### src/rtl/alu_j.sv
// ---------------------------------------------------------------------------
// alu_j : single-cycle registered ALU
//
// Samples opcode/operands/param on every rising clk edge and registers the
// result together with a status flag vector. A new operation can be issued
// every cycle; there is no handshake.
//
// Ports
//   clk       in   rising-edge clock
//   rst_n     in   synchronous active-low reset (clears result and status)
//   opcode    in   operation select (0 NOP, 1 ADD, 2 SUB, 3 AND, 4 OR,
//                  5 NOT, 6 XOR, 7 SHL, 8 SHR, 9 VAL, 10 CMP, others NOP)
//   operand1  in   first operand
//   operand2  in   second operand
//   param     in   shift amount (SHL/SHR) or immediate value (VAL)
//   result    out  registered result
//   status    out  registered flags:
//                  [0] carry  [1] underflow  [2] zero
//                  [3] equal  [4] greater    [5] smaller
// ---------------------------------------------------------------------------
module alu_j #(
  parameter int DataWidth     = 8,
  parameter int NumOpCodeBits = 5,
  parameter int ParamBits     = 8,
  parameter int NumStatusBits = 6
) (
  input  logic                     clk,
  input  logic                     rst_n,
  input  logic [NumOpCodeBits-1:0] opcode,
  input  logic [DataWidth-1:0]     operand1,
  input  logic [DataWidth-1:0]     operand2,
  input  logic [ParamBits-1:0]     param,
  output logic [DataWidth-1:0]     result,
  output logic [NumStatusBits-1:0] status
);

  localparam logic [NumOpCodeBits-1:0] OpAdd = NumOpCodeBits'(1);
  localparam logic [NumOpCodeBits-1:0] OpSub = NumOpCodeBits'(2);
  localparam logic [NumOpCodeBits-1:0] OpAnd = NumOpCodeBits'(3);
  localparam logic [NumOpCodeBits-1:0] OpOr  = NumOpCodeBits'(4);
  localparam logic [NumOpCodeBits-1:0] OpNot = NumOpCodeBits'(5);
  localparam logic [NumOpCodeBits-1:0] OpXor = NumOpCodeBits'(6);
  localparam logic [NumOpCodeBits-1:0] OpShl = NumOpCodeBits'(7);
  localparam logic [NumOpCodeBits-1:0] OpShr = NumOpCodeBits'(8);
  localparam logic [NumOpCodeBits-1:0] OpVal = NumOpCodeBits'(9);
  localparam logic [NumOpCodeBits-1:0] OpCmp = NumOpCodeBits'(10);

  localparam int StCarry   = 0;
  localparam int StUnder   = 1;
  localparam int StZero    = 2;
  localparam int StEqual   = 3;
  localparam int StGreater = 4;
  localparam int StSmaller = 5;

  logic [DataWidth-1:0]     result_q, result_d;
  logic [NumStatusBits-1:0] status_q, status_d;

  logic [DataWidth:0]   sum;
  logic [DataWidth-1:0] diff;
  logic                 op_eq, op_gt, op_lt;

  logic carry, underflow, zero, cmp_en;

  assign sum   = {1'b0, operand1} + {1'b0, operand2};
  assign diff  = operand1 - operand2;
  assign op_eq = (operand1 == operand2);
  assign op_gt = (operand1 >  operand2);
  assign op_lt = (operand1 <  operand2);

  always_comb begin
    result_d  = '0;
    carry     = 1'b0;
    underflow = 1'b0;
    zero      = 1'b0;
    cmp_en    = 1'b0;

    unique case (opcode)
      OpAdd: begin
        result_d = sum[DataWidth-1:0];
        carry    = sum[DataWidth];
        // zero looks at the full sum, so an overflow to 0 is not "zero"
        zero     = (sum == '0);
        cmp_en   = 1'b1;
      end
      OpSub: begin
        result_d  = diff;
        underflow = op_lt;
        zero      = op_eq;
        cmp_en    = 1'b1;
      end
      OpAnd: begin
        result_d = operand1 & operand2;
        zero     = (result_d == '0);
        cmp_en   = 1'b1;
      end
      OpOr: begin
        result_d = operand1 | operand2;
        zero     = (result_d == '0);
        cmp_en   = 1'b1;
      end
      OpXor: begin
        result_d = operand1 ^ operand2;
        zero     = (result_d == '0);
        cmp_en   = 1'b1;
      end
      OpNot: begin
        result_d = ~operand2;
        zero     = (result_d == '0);
      end
      OpShl: begin
        // logical shift by the full param value; amounts >= DataWidth give 0
        result_d = operand1 << param;
        zero     = (result_d == '0);
      end
      OpShr: begin
        result_d = operand1 >> param;
        zero     = (result_d == '0);
      end
      OpVal: begin
        result_d = DataWidth'(param);
        zero     = (param == '0);
      end
      OpCmp: begin
        cmp_en = 1'b1;
      end
      default: begin
        // NOP and every unassigned opcode: all outputs stay cleared
      end
    endcase
  end

  always_comb begin
    status_d             = '0;
    status_d[StCarry]    = carry;
    status_d[StUnder]    = underflow;
    status_d[StZero]     = zero;
    status_d[StEqual]    = cmp_en & op_eq;
    status_d[StGreater]  = cmp_en & op_gt;
    status_d[StSmaller]  = cmp_en & op_lt;
  end

  always_ff @(posedge clk) begin
    if (!rst_n) begin
      result_q <= '0;
      status_q <= '0;
    end else begin
      result_q <= result_d;
      status_q <= status_d;
    end
  end

  assign result = result_q;
  assign status = status_q;

endmodule

### config.mk
export PLATFORM = sky130hd
export DESIGN_NAME = alu_j
export DESIGN_NICKNAME = d
export VERILOG_FILES = /design/src/rtl/alu_j.sv
export SDC_FILE = /design/constraint.sdc
export NUM_CORES = 1
export LEC_CHECK = 0
export ABC_AREA = 1
export CELL_PAD_IN_SITES_DETAIL_PLACEMENT = 1
export CELL_PAD_IN_SITES_GLOBAL_PLACEMENT = 1
export CORE_MARGIN = 1.5
export CORE_UTILIZATION = 45
export DETAILED_ROUTE_END_ITERATION = 10
export DONT_BUFFER_PORTS = 1
export PLACE_DENSITY = 0.8
export SYNTH_ARGS = -nofsm -noshare
export SYNTH_HDL_FRONTEND = slang
export SYNTH_SLANG_ARGS = --single-unit
### constraint.sdc
create_clock -name clk -period 2.4 [get_ports clk]
set_input_delay 0.6 -clock clk [delete_from_list [all_inputs] [get_ports clk]]
set_output_delay 0.6 -clock clk [all_outputs]
set_load 0.02 [all_outputs]
* Word-level counts from Yosys, hierarchy flattened
Cells that the tools add are included.
W data, S select, Z words.
** Word-level totals
- Bits in registers :: 14
- Output and inout port bits :: 14
** Operators by class
- Bitwise operators :: 7
- Equal/unequal tests :: 11
- Shift-type cells :: 2
- Reductions and logical operators :: 11
- Magnitude comparators :: 2
- Add/sub/neg operators :: 2
- Multiplexer cells :: 3
** Operator list (number)
- $pmux W8 S9 :: 1
- $logic_not A8 Y1 :: 7
- $eq A5 B3 Y1 const B :: 4
- $eq A5 B4 Y1 const B :: 3
- $eq A5 B2 Y1 const B :: 2
- $add A8 B8 Y9 :: 1
- $logic_not A9 Y1 :: 1
- $pmux W1 S9 :: 1
- $and A8 B8 Y8 :: 1
- $eq A8 B8 Y1 :: 1
- $gt A8 B8 Y1 :: 1
- $lt A8 B8 Y1 :: 1
- $not A8 Y8 :: 1
- $or A8 B8 Y8 :: 1
- $shl A8 B8 Y8 :: 1
- $shr A8 B8 Y8 :: 1
- $sub A8 B8 Y8 :: 1
- $xor A8 B8 Y8 :: 1
- $reduce_or A6 Y1 :: 1
- $eq A5 B1 Y1 const B :: 1
- $reduce_and A2 Y1 :: 2
- $and A1 B1 Y1 :: 3
- $mux W1 :: 1

* Depth between registers and ports, before layout
- Depth after elaboration :: 4
- Mapped depth :: 14
- Gate-level depth less buffers :: 14

* Worst setup path before layout
Ideal clock, no wire load.
- Path type :: in2reg
- Start point :: input port operand1[0]
- End point :: register status_q[2] (netlist: status[2])
- Arrival :: 2.096 ns
- Library setup time :: 0.066 ns
- Buffers on the path :: 0
- Stages on the path :: 12
- Required time :: 2.334 ns
- Setup slack :: 0.238 ns
- Cell sequence :: ha_1 -> fa_1 -> nand2_1 -> nand2_1 -> a21oi_1 -> xor2_1 -> nand3_1 -> nor2_1 -> nand4_1 -> nor2_1 -> nor2_1 -> nor2_1
** Between the ends
- Cells in the longest elaborated chain, start to end :: 3
** Ends and longest elaborated chain
- start, declared :: RTL line 30 : input logic [DataWidth-1:0] operand1,
- $add A8 B8 Y9, or another cell as far along :: RTL line 64 : assign sum = {1'b0, operand1} + {1'b0, operand2};
- $logic_not A9 Y1, or another cell as far along :: RTL line 82 : zero = (sum == '0);
- $pmux W1 S9 * :: RTL line 77 : unique case (opcode)
- end signal, assigned :: RTL line 148 : status_q <= status_d;
- end, declared :: RTL line 56 : logic [NumStatusBits-1:0] status_q, status_d;
Mark *: on every way between the ends. The rest lies on a longest branch, timed or not.
A chain may end at the register's enable or synchronous reset.

* Worst setup path in the final report
- Start point :: input port operand1[0]
- End point :: register result_q[6] (netlist: result[6])
** Between the ends
- Cells in the longest elaborated chain, start to end :: 2
** Ends and longest elaborated chain
- $sub A8 B8 Y8, or another cell as far along :: RTL line 65 : assign diff = operand1 - operand2;
- $pmux W8 S9 * :: RTL line 77
- end signal, assigned :: RTL line 147 : result_q <= result_d;
- end, declared :: RTL line 55 : logic [DataWidth-1:0] result_q, result_d;
Marks and branches as above.

==> key figures <==
Route
  – DR vias/cell: between 6 and 7
  – Vias: roughly 3000
  – Antenna Nets Post-Route: 0
  – Initial DRC Count: about 180
  – Routed WL: ~9500 microns
  – DRC: 0
  – Drt pass-1 iters: 5
  – Drt wl/cell: approximately 20 microns

Pwr
  – VDD IR max: just over 0.2 mV
  – Power Dens Cells: approximately 320 nW/um^2
  – Tot Pwr: 0.000849 W
  – Leakage: between 1 and 1.5 nW

Layout
  – Nets: roughly 480
  – Layout Utilization: 51.3%
  – Synth-to-Final Area Change: 8.16%
  – Most common cell after layout, fill and taps aside: nand2_1
  – Commonest non-fill, non-tap cells in the layout: 83 x nand2_1, 58 x nand3_1, 48 x inv_1
  – Fillers: between 700 and 800
  – Antenna Cells: 0
  – Share of post-route cells with drive strength above 1: between 10% and 20%
  – Design area: about 2700 sq um

Die
  – Initial Util: a little under half
  – IO Pins: 45
  – Die W: between 70 and 80 microns
  – Placement Rows: 26
  – Die H: about 77 microns
  – Total core area: just over 5000 sq um
  – DIE AREA: around 6000 sq um

Synthesis
  – Synth warn: 0
  – Avg Cell Area, Syn: 6.01 sq um
  – Number of synthesized flops with an enable pin: 0
  – Syn nets: 465
  – Ys flop type: dfxtp_1
  – Unique masters post-synth: about 40
  – Sequential fraction of the synthesis area: a little under an eighth
  – Mapped Cells: 408
  – Post-synthesis async set-or-reset flop share: 0%
  – Flip-flop and latch count after synthesis: 14
  – Post-Synthesis Cell Area: between 2000 and 2500 sq um

Worst setup path
  – Setup Crit Path Kind: in2reg
  – Slowest-stage cell, CP: fa_1
  – CP cell instances: inv_1 -> ha_1 -> inv_1 -> fa_1 -> inv_1 -> nor2_1 -> o21ai_1 -> nand2_1 -> nand2_1 -> nand2_1 -> o21ai_0 -> a21oi_1 -> nor3_2 -> a21oi_1
  – CP startpoint kind: input port
  – Crit Path Max Fanout: 4
  – CP arrival: 2.30 ns
  – WP data required: between 2 and 3 ns
  – Crit path largest cell delay: around 0.38 ns
  – Critical path capture point type: flip-flop

Clock tree
  – CTS tree: yes
  – Buffer levels on the longest clock path: 2
  – CTS H-tree depth: 1
  – Register clock-pin slew on the reported worst setup and hold paths: roughly 0.05 ns
  – CTS root buffer: clkbuf_8
  – Postcts setup bufs: 0
  – Num CTS Buffers: 3
  – CTS Sinks: 14

Timing
  – Hold Fails Final Rpt: 0
  – Fmax: approximately 0.46 GHz
  – Shortest period the worst path allows: approximately 2.2 ns
  – Max-slew violation count: 0
  – Setup TNS: 0 ns
  – Worst hold slack: 0.485 ns
  – Tcrit/Tclk final: about nine tenths
  – Slew @ Worst Pin: slightly below 0.5 ns
  – Unrepaired setup endpoints after global routing: false
  – Finish-stage setup viols: 0
  – Max-slew headroom: 66.9%

Placed design
  – DP HPWL: just over 8000 microns
  – Gpl congestion: 0.978
  – PortBufs: 0
  – Placement Cell Area: roughly 2600 sq um

Worst hold path
  – Hold Path Class: in2reg

Global route
  – Global-route wire length before repair: roughly 15000 microns
  – GRT Residual Overflow: 0
  – Antenna violations before repair: 0
  – Total track usage: around 33%
  – Vias in the first global route: slightly above 3000
  – Largest net degree at the start of global routing: 19

Status
  – Status: finished clean

Job
  – Max_cap viols: 0
power breakdown:
part | switching [W] | internal [W] | total [W]
sequential | 0.0000128 | 0.000240 | 0.000253
combinational | 0.000238 | 0.000126 | 0.000364
clock | 0.0000870 | 0.000145 | 0.000232
per-stage QoR:
step | setup slack [ns] | std cells
after floorplan | 0.238 | 408
after global placement | -0.0716 | 484
after detailed placement | -0.166 | 484
after CTS | 0.0775 | 488
after global routing | 0.0237 | 488
final | 0.222 | 488
registers in the layout, indices dropped and copies added (netlist names):
| signal | flops |
|---|---|
| result | 8 |
| status | 6 |
synthesized netlist by cell type, types with 2 or more instances:
cell | instances | share of area, %
o21bai_1 | 3 | 0.92
nor2_4 | 3 | 1.4
o21ai_1 | 3 | 0.61
nand3_1 | 58 | 12
a21oi_1 | 16 | 3.3
nand2_2 | 4 | 1.0
nor2_2 | 8 | 2.0
buf_4 | 2 | 0.61
nor2_1 | 47 | 7.2
nor3_1 | 9 | 1.8
nand3_2 | 3 | 1.2
dfxtp_1 | 14 | 11
o211ai_1 | 3 | 0.92
nand2_1 | 83 | 13
a221oi_1 | 3 | 1.1
o21ai_0 | 10 | 2.0
inv_2 | 10 | 1.5
a41oi_1 | 4 | 1.4
nand4_2 | 4 | 2.0
ha_1 | 24 | 12
buf_2 | 3 | 0.61
fa_1 | 2 | 1.6
o22ai_1 | 6 | 1.5
xor2_1 | 6 | 2.1
nand4_1 | 11 | 2.8
nor4_1 | 4 | 1.0
inv_1 | 48 | 7.3
buf_6 | 2 | 0.92
a211oi_1 | 3 | 0.92
metal layers:
metal	vias up	wire length, microns	global-route usage (%)
li1	1389	-	-
met1	1428	3940	40.4
met2	135	4590	58.5
met3	35	661	4.40
met4	0	356	11.7
met5	-	0	0
final cells by class:
type	count	area [sq um]	area share, %
multi-input cells	326	1900	71.5
flip-flops and latches	14	280	10.6
inverters	59	221	8.35
repair buffers	15	113	4.25
well taps	70	87.6	3.30
clock buffers	4	55.1	2.08
worst max-delay path: cells and delay by family:
| family | cells | cell delay, ns |
|---|---|---|
| adders and majority gates | 2 | 0.52 |
| AOI/OAI and AO/OA | 4 | 0.50 |
| and+or+nand+nor | 5 | 0.48 |
| buffers and inverters | 3 | 0.20 |
cell families after synthesis:
| logic type | synth area share (%) |
|---|---|
| AO/OA/AOI/OAI | 14.7 |
| XOR/XNOR | 2.14 |
| adder cells (fa/ha/maj) | 13.9 |
| buffers and inverters | 11.5 |
| flip-flops | 11.4 |
| AND/OR/NAND/NOR | 46.3 |
path summary, 6_finish.rpt:
path   startpoint         to  cells past startpoint
max   operand1[0]  result[6]                     14
min         rst_n  result[7]                      2
what timing repair did:
item,CTS,global route
gates resized for setup,0,2
setup endpoints to repair,0,3
hold buffers,0,0
No activity file was read; power rests on OpenSTA's default activity.
